## src/rtl/park_pkg.sv

```systemverilog
// Shared definitions for the Park transform blocks: FSM state encoding, default widths,
// and the saturating fit used when FORWARD_PARK_SAT_EN is defined.
package park_pkg;

    typedef enum logic [2:0] {
        S_IDLE,
        S_P0,
        S_P1,
        S_P2,
        S_P3,
        S_OUT
    } park_state_t;

    localparam int PARK_D_WIDTH = 32;
    localparam int PARK_Q_BITS  = 10;
    // saturate() works on a sign-extended copy wide enough for any D_WIDTH up to PARK_MAX_W
    localparam int PARK_MAX_W   = 64;
    localparam int PARK_EXT_W   = 2 * PARK_MAX_W + 1;

    function automatic logic signed [PARK_EXT_W-1:0] saturate(
        input  logic signed [PARK_EXT_W-1:0] x,
        input  int unsigned                  w,
        output logic                         clipped
    );
        logic signed [PARK_EXT_W-1:0] hi;
        logic signed [PARK_EXT_W-1:0] lo;
        hi      = (PARK_EXT_W'(1) <<< (w - 1)) - PARK_EXT_W'(1);
        lo      = ~hi;
        clipped = (x > hi) || (x < lo);
        if (x > hi)      return hi;
        else if (x < lo) return lo;
        else             return x;
    endfunction

endpackage

```

## src/rtl/park_mac.sv

```systemverilog
// Single signed multiplier feeding two selectable accumulators (load / add / sub).
// The caller time-multiplexes the operands so only one multiplier is ever built.
module park_mac
    import park_pkg::*;
#(
    parameter int D_WIDTH = PARK_D_WIDTH
) (
    input  logic                     clk,
    input  logic                     rstb,
    input  logic signed [D_WIDTH-1:0] a,
    input  logic signed [D_WIDTH-1:0] b,
    input  logic                     load,
    input  logic                     add,
    input  logic                     sub,
    input  logic                     acc_sel,
    output logic signed [2*D_WIDTH:0] acc0,
    output logic signed [2*D_WIDTH:0] acc1
);

    localparam int PROD_W = 2 * D_WIDTH;
    localparam int ACC_W  = 2 * D_WIDTH + 1;

    logic signed [PROD_W-1:0] a_x;
    logic signed [PROD_W-1:0] b_x;
    logic signed [PROD_W-1:0] prod;
    logic signed [ACC_W-1:0]  prod_x;
    logic signed [ACC_W-1:0]  acc_cur;
    logic signed [ACC_W-1:0]  acc_nxt;
    logic                     acc_we;

    assign a_x    = PROD_W'(a);
    assign b_x    = PROD_W'(b);
    assign prod   = a_x * b_x;
    assign prod_x = ACC_W'(prod);

    assign acc_cur = acc_sel ? acc1 : acc0;

    // NOTE: every variable gets a default at the top of always_comb so no path can infer a latch.
    always_comb begin
        acc_nxt = acc_cur;
        acc_we  = 1'b0;
        if (load) begin
            acc_nxt = prod_x;
            acc_we  = 1'b1;
        end else if (add) begin
            acc_nxt = acc_cur + prod_x;
            acc_we  = 1'b1;
        end else if (sub) begin
            acc_nxt = acc_cur - prod_x;
            acc_we  = 1'b1;
        end
    end

    // NOTE: sequential state uses non-blocking assignments so all registers update together.
    always_ff @(posedge clk) begin
        if (!rstb) begin
            acc0 <= '0;
            acc1 <= '0;
        end else if (acc_we) begin
            if (acc_sel) acc1 <= acc_nxt;
            else         acc0 <= acc_nxt;
        end
    end

endmodule

```

## src/rtl/forward_park.sv

```systemverilog
// Forward Park transform: d = alpha*cos + beta*sin, q = beta*cos - alpha*sin, on one shared MAC.
// Define FORWARD_PARK_SAT_EN to saturate d/q instead of wrapping and to add the sat output.
module forward_park
    import park_pkg::*;
#(
    parameter int D_WIDTH = PARK_D_WIDTH,
    parameter int Q_BITS  = PARK_Q_BITS
) (
    input  logic                      clk,
    input  logic                      rstb,
    input  logic signed [D_WIDTH-1:0] alpha,
    input  logic signed [D_WIDTH-1:0] beta,
    input  logic signed [D_WIDTH-1:0] sin,
    input  logic signed [D_WIDTH-1:0] cos,
    input  logic                      start,
    output logic                      busy,
    output logic signed [D_WIDTH-1:0] d,
    output logic signed [D_WIDTH-1:0] q,
`ifdef FORWARD_PARK_SAT_EN
    output logic                      sat,
`endif
    output logic                      done
);

    localparam int ACC_W = 2 * D_WIDTH + 1;

    park_state_t state, state_nxt;

    logic signed [D_WIDTH-1:0] alpha_r, beta_r, sin_r, cos_r;
    logic signed [D_WIDTH-1:0] mac_a, mac_b;
    logic                      mac_load, mac_add, mac_sub, mac_sel;
    logic signed [ACC_W-1:0]   acc_d, acc_q;
    logic signed [D_WIDTH-1:0] d_fit, q_fit;

    park_mac #(.D_WIDTH(D_WIDTH)) u_mac (
        .clk     (clk),
        .rstb    (rstb),
        .a       (mac_a),
        .b       (mac_b),
        .load    (mac_load),
        .add     (mac_add),
        .sub     (mac_sub),
        .acc_sel (mac_sel),
        .acc0    (acc_d),
        .acc1    (acc_q)
    );

`ifdef FORWARD_PARK_SAT_EN
    logic d_clip, q_clip;
    always_comb begin
        d_fit = D_WIDTH'(saturate(PARK_EXT_W'(acc_d >>> Q_BITS), D_WIDTH, d_clip));
        q_fit = D_WIDTH'(saturate(PARK_EXT_W'(acc_q >>> Q_BITS), D_WIDTH, q_clip));
    end
`else
    assign d_fit = D_WIDTH'(acc_d >>> Q_BITS);
    assign q_fit = D_WIDTH'(acc_q >>> Q_BITS);
`endif

    assign busy = (state != S_IDLE);

    always_ff @(posedge clk) begin
        if (!rstb) state <= S_IDLE;
        else       state <= state_nxt;
    end

    // Sequence: acc_d = a*c, += b*s; acc_q = b*c, -= a*s; then publish.
    always_comb begin
        state_nxt = state;
        mac_a     = alpha_r;
        mac_b     = cos_r;
        mac_load  = 1'b0;
        mac_add   = 1'b0;
        mac_sub   = 1'b0;
        mac_sel   = 1'b0;
        unique case (state)
            S_IDLE: if (start) state_nxt = S_P0;
            S_P0: begin
                mac_load  = 1'b1;
                state_nxt = S_P1;
            end
            S_P1: begin
                mac_a     = beta_r;
                mac_b     = sin_r;
                mac_add   = 1'b1;
                state_nxt = S_P2;
            end
            S_P2: begin
                mac_a     = beta_r;
                mac_load  = 1'b1;
                mac_sel   = 1'b1;
                state_nxt = S_P3;
            end
            S_P3: begin
                mac_b     = sin_r;
                mac_sub   = 1'b1;
                mac_sel   = 1'b1;
                state_nxt = S_OUT;
            end
            S_OUT:   state_nxt = S_IDLE;
            default: state_nxt = S_IDLE;
        endcase
    end

    always_ff @(posedge clk) begin
        if (!rstb) begin
            alpha_r <= '0;
            beta_r  <= '0;
            sin_r   <= '0;
            cos_r   <= '0;
            d       <= '0;
            q       <= '0;
            done    <= 1'b0;
`ifdef FORWARD_PARK_SAT_EN
            sat     <= 1'b0;
`endif
        end else begin
            done <= 1'b0;
            if (state == S_IDLE && start) begin
                alpha_r <= alpha;
                beta_r  <= beta;
                sin_r   <= sin;
                cos_r   <= cos;
            end
            if (state == S_OUT) begin
                d    <= d_fit;
                q    <= q_fit;
                done <= 1'b1;
`ifdef FORWARD_PARK_SAT_EN
                sat  <= d_clip | q_clip;
`endif
            end
        end
    end

endmodule

```

## config.mk

```make
export PLATFORM = sky130hd
export DESIGN_NAME = forward_park
export DESIGN_NICKNAME = d
export VERILOG_FILES = /design/src/rtl/park_pkg.sv /design/src/rtl/park_mac.sv /design/src/rtl/forward_park.sv
export SDC_FILE = /design/constraint.sdc
export NUM_CORES = 2
export LEC_CHECK = 0
export ABC_AREA = 1
export BUFFER_PORTS_ARGS = -buffer_cell sky130_fd_sc_hd__buf_2
export CORE_MARGIN = 2
export CORE_UTILIZATION = 45
export DETAILED_ROUTE_END_ITERATION = 6
export PLACE_DENSITY = 0.64
export SYNTH_ARGS = -nofsm -noshare
export SYNTH_HDL_FRONTEND = slang
export SYNTH_HIERARCHICAL = 1
export SYNTH_SLANG_ARGS = --single-unit
```

## constraint.sdc

```tcl
create_clock -name clk -period 14.6 [get_ports clk]
set_input_delay 0.73 -clock clk [delete_from_list [all_inputs] [get_ports clk]]
set_output_delay 0.73 -clock clk [all_outputs]
set_load 0.1 [all_outputs]
```

==> qor.yml <==
floorplanning:
  coreArea_um2: 100000
  row_count: 116
  initial_core_util: 0.454
  die_w_um: 322
  die_area_um2: 104000
  io_pins: 197
  die_h_um: 322
clock_tree:
  clock_latency_ns: 0.61
  postCtsSetupBuffers: 0
  cts_hold_buf: 0
  cts_buffer_depth: 3
  cts_buffers: 30
  clk_pin_slew_ns: 0.06
  cts_sinks: 280
  cts-resized-gates: 0
  cts_max_level: 1
  tritoncts: "built"
  cts-root-buf: "clkbuf_16"
power_and_ir_drop:
  comb_power_share: 0.879
  p_int_w: 0.00500
  clock_power_share: 0.057
  power.switching_w: 0.00878
  power_density_nw_per_um2: 285
  vdd_ir_drop_max_uv: 357
  leakage_nw: 27.8
  swShare: 0.637
  p_seq_frac: 0.065
detailed_routing:
  dr_total_vias: 39530
  firstDrtPassIters: 5
  drtIter0Drc: 3206
  drtAntennaViolNets: 0
  vias_per_cell: 5.09
  wire_per_inst_um: 17.4
  drc_errors: 0
  drt-total-wl_um: 135000
synth:
  syn_inst: 6539
  synth.avg_cell_area_um2: 6.96
  ys_warn_count: 6
  synth_nets: 7641
  synth_area_um2: 45500
outcome:
  status: "finished clean"
setup_path:
  worst_path_most_repeated_cell: "fa_1"
  rrSetupSlack_ns: 2.68
  path_class: "flop to flop"
  critPathRequiredTime_ns: 15.12
  worstSetupEndpoint: "u_mac/acc1[26]"
  cp-start-kind: "flop"
  cp_slowest_cell: "buf_4"
  critPathMaxStageDelay_ns: 0.67
  crit_start: "state[2]"
  r2r-end: "u_mac/acc1[26]"
  crit_path_end_kind: "flop"
  rr_worst_depth: 41
  worstReg2RegStart: "state[2]"
  cp.arrival_ns: 12.45
  crit_fanout: 73
global_route:
  gr-total-overflow: 0
  grt_pass1_wl_um: 221000
  grt_max_degree: 89
  antenna_found_initial: 5
  track_usage: 0.268
  grt_pass1_vias: 39741
place:
  dpl_cell_area_um2: 47300
  gp_routability_congestion: 0.978
  hpwl_um: 108000
  portBuffers: 196
  dp.cells: 7713
layout:
  design_area_um2: 48300
  final_cells: 7772
  final_common_cell: "inv_1"
  final_cell_mix: "inv_1 (1736), nand2_1 (1622), fa_1 (723), a21oi_1 (360), nor2_1 (343)"
  fin_nets: 7549
  syn2layout_area_growth_pct: 6.12
  drive_gt1_frac: 0.0712
sta:
  hold_viol: 0
  fin_skew_ns: 0.0185
  min_period_ns: 11.92
  worst_slew_pin_slew_ns: 1.13
  slew_headroom: 0.250
  rsz0062_at_grt: "no"
  finalSetupViolCount: 0
  slew_viol_final: 0
  max_freq_mhz: 83.9
  fin_setup_tns_ns: 0
  finalCritPeriodShare: 0.817
min_path:
  hold_class: "input pin to flop"
job:
  drv_cap: 0
[registers in the layout, summed over array words and instances (netlist names)]
name        cells
u_mac/acc0     42
u_mac/acc1     42
alpha_r        32
beta_r         32
cos_r          32
d              32
q              32
sin_r          32
state           3
done            1
[per-layer routing]
layer	share of wire	routed length [µm]	track usage	vias to the layer above
met4	0.018	2380	0.0509	8
met1	0.46	62700	0.392	19197
met3	0.069	9390	0.0313	136
met2	0.45	61000	0.428	1301
met5	0.00042	57	0	-
li1	-	-	-	18888
[power by group through the flow]
stage | logic, W | registers (W) | clock network (W)
finish | 0.0121 | 0.000893 | 0.000780
global route | 0.0135 | 0.000903 | 0.000824
CTS | 0.0120 | 0.000893 | 0.000794
detailed placement | 0.0118 | 0.000909 | 0
global placement | 0.0119 | 0.000908 | 0
floorplan | 0.00834 | 0.000895 | 0
[worst max-delay path: cells and delay by family, from the launching register on]
family | cells | cell delay, ns
adder cells (fa/ha/maj) | 10 | 4.70
AO/OA/AOI/OAI | 12 | 2.88
buffers and inverters | 11 | 2.63
AND/OR/NAND/NOR | 7 | 0.91
flip-flops | 1 | 0.31
XOR/XNOR | 1 | 0.30
[how the worst min path moves through the flow]
stage	from	cells after the start	end	slack [ns]
after global placement	d[11]	2	d[11]	0.45
after floorplan	u_mac/acc0[27]	2	d[17]	0.47
after CTS	beta[25]	5	beta_r[25]	0.43
after global routing	beta[25]	5	beta_r[25]	0.47
final	beta[23]	5	beta_r[23]	0.45
after detailed placement	q[7]	2	q[7]	0.45
[cell type report]
| class | instances | area [µm²] |
|---|---|---|
| Clock inverter | 16 | 186 |
| Clock buffer | 40 | 808 |
| Tap cell | 1298 | 1620 |
| Fill cell | 10183 | 51900 |
| Antenna cell | 3 | 7.51 |
| Sequential cell | 280 | 5610 |
| Timing Repair Buffer | 284 | 1650 |
| Inverter | 1753 | 6580 |
| Multi-Input combinational cell | 4098 | 31800 |
[through the flow]
stage | hold WS, ns | util | worst slack [ns] | power (W)
2_1_floorplan | 0.475 | - | 5.71 | 0.00923
3_3_place_gp | 0.447 | 0.472 | 2.91 | 0.0128
3_5_place_dp | 0.451 | 0.472 | 2.95 | 0.0128
4_1_cts | 0.435 | 0.482 | 2.91 | 0.0136
5_1_grt | 0.467 | 0.482 | 2.07 | 0.0152
6_report | 0.455 | 0.482 | 2.68 | 0.0138
Power figures use the tool's default switching activity.
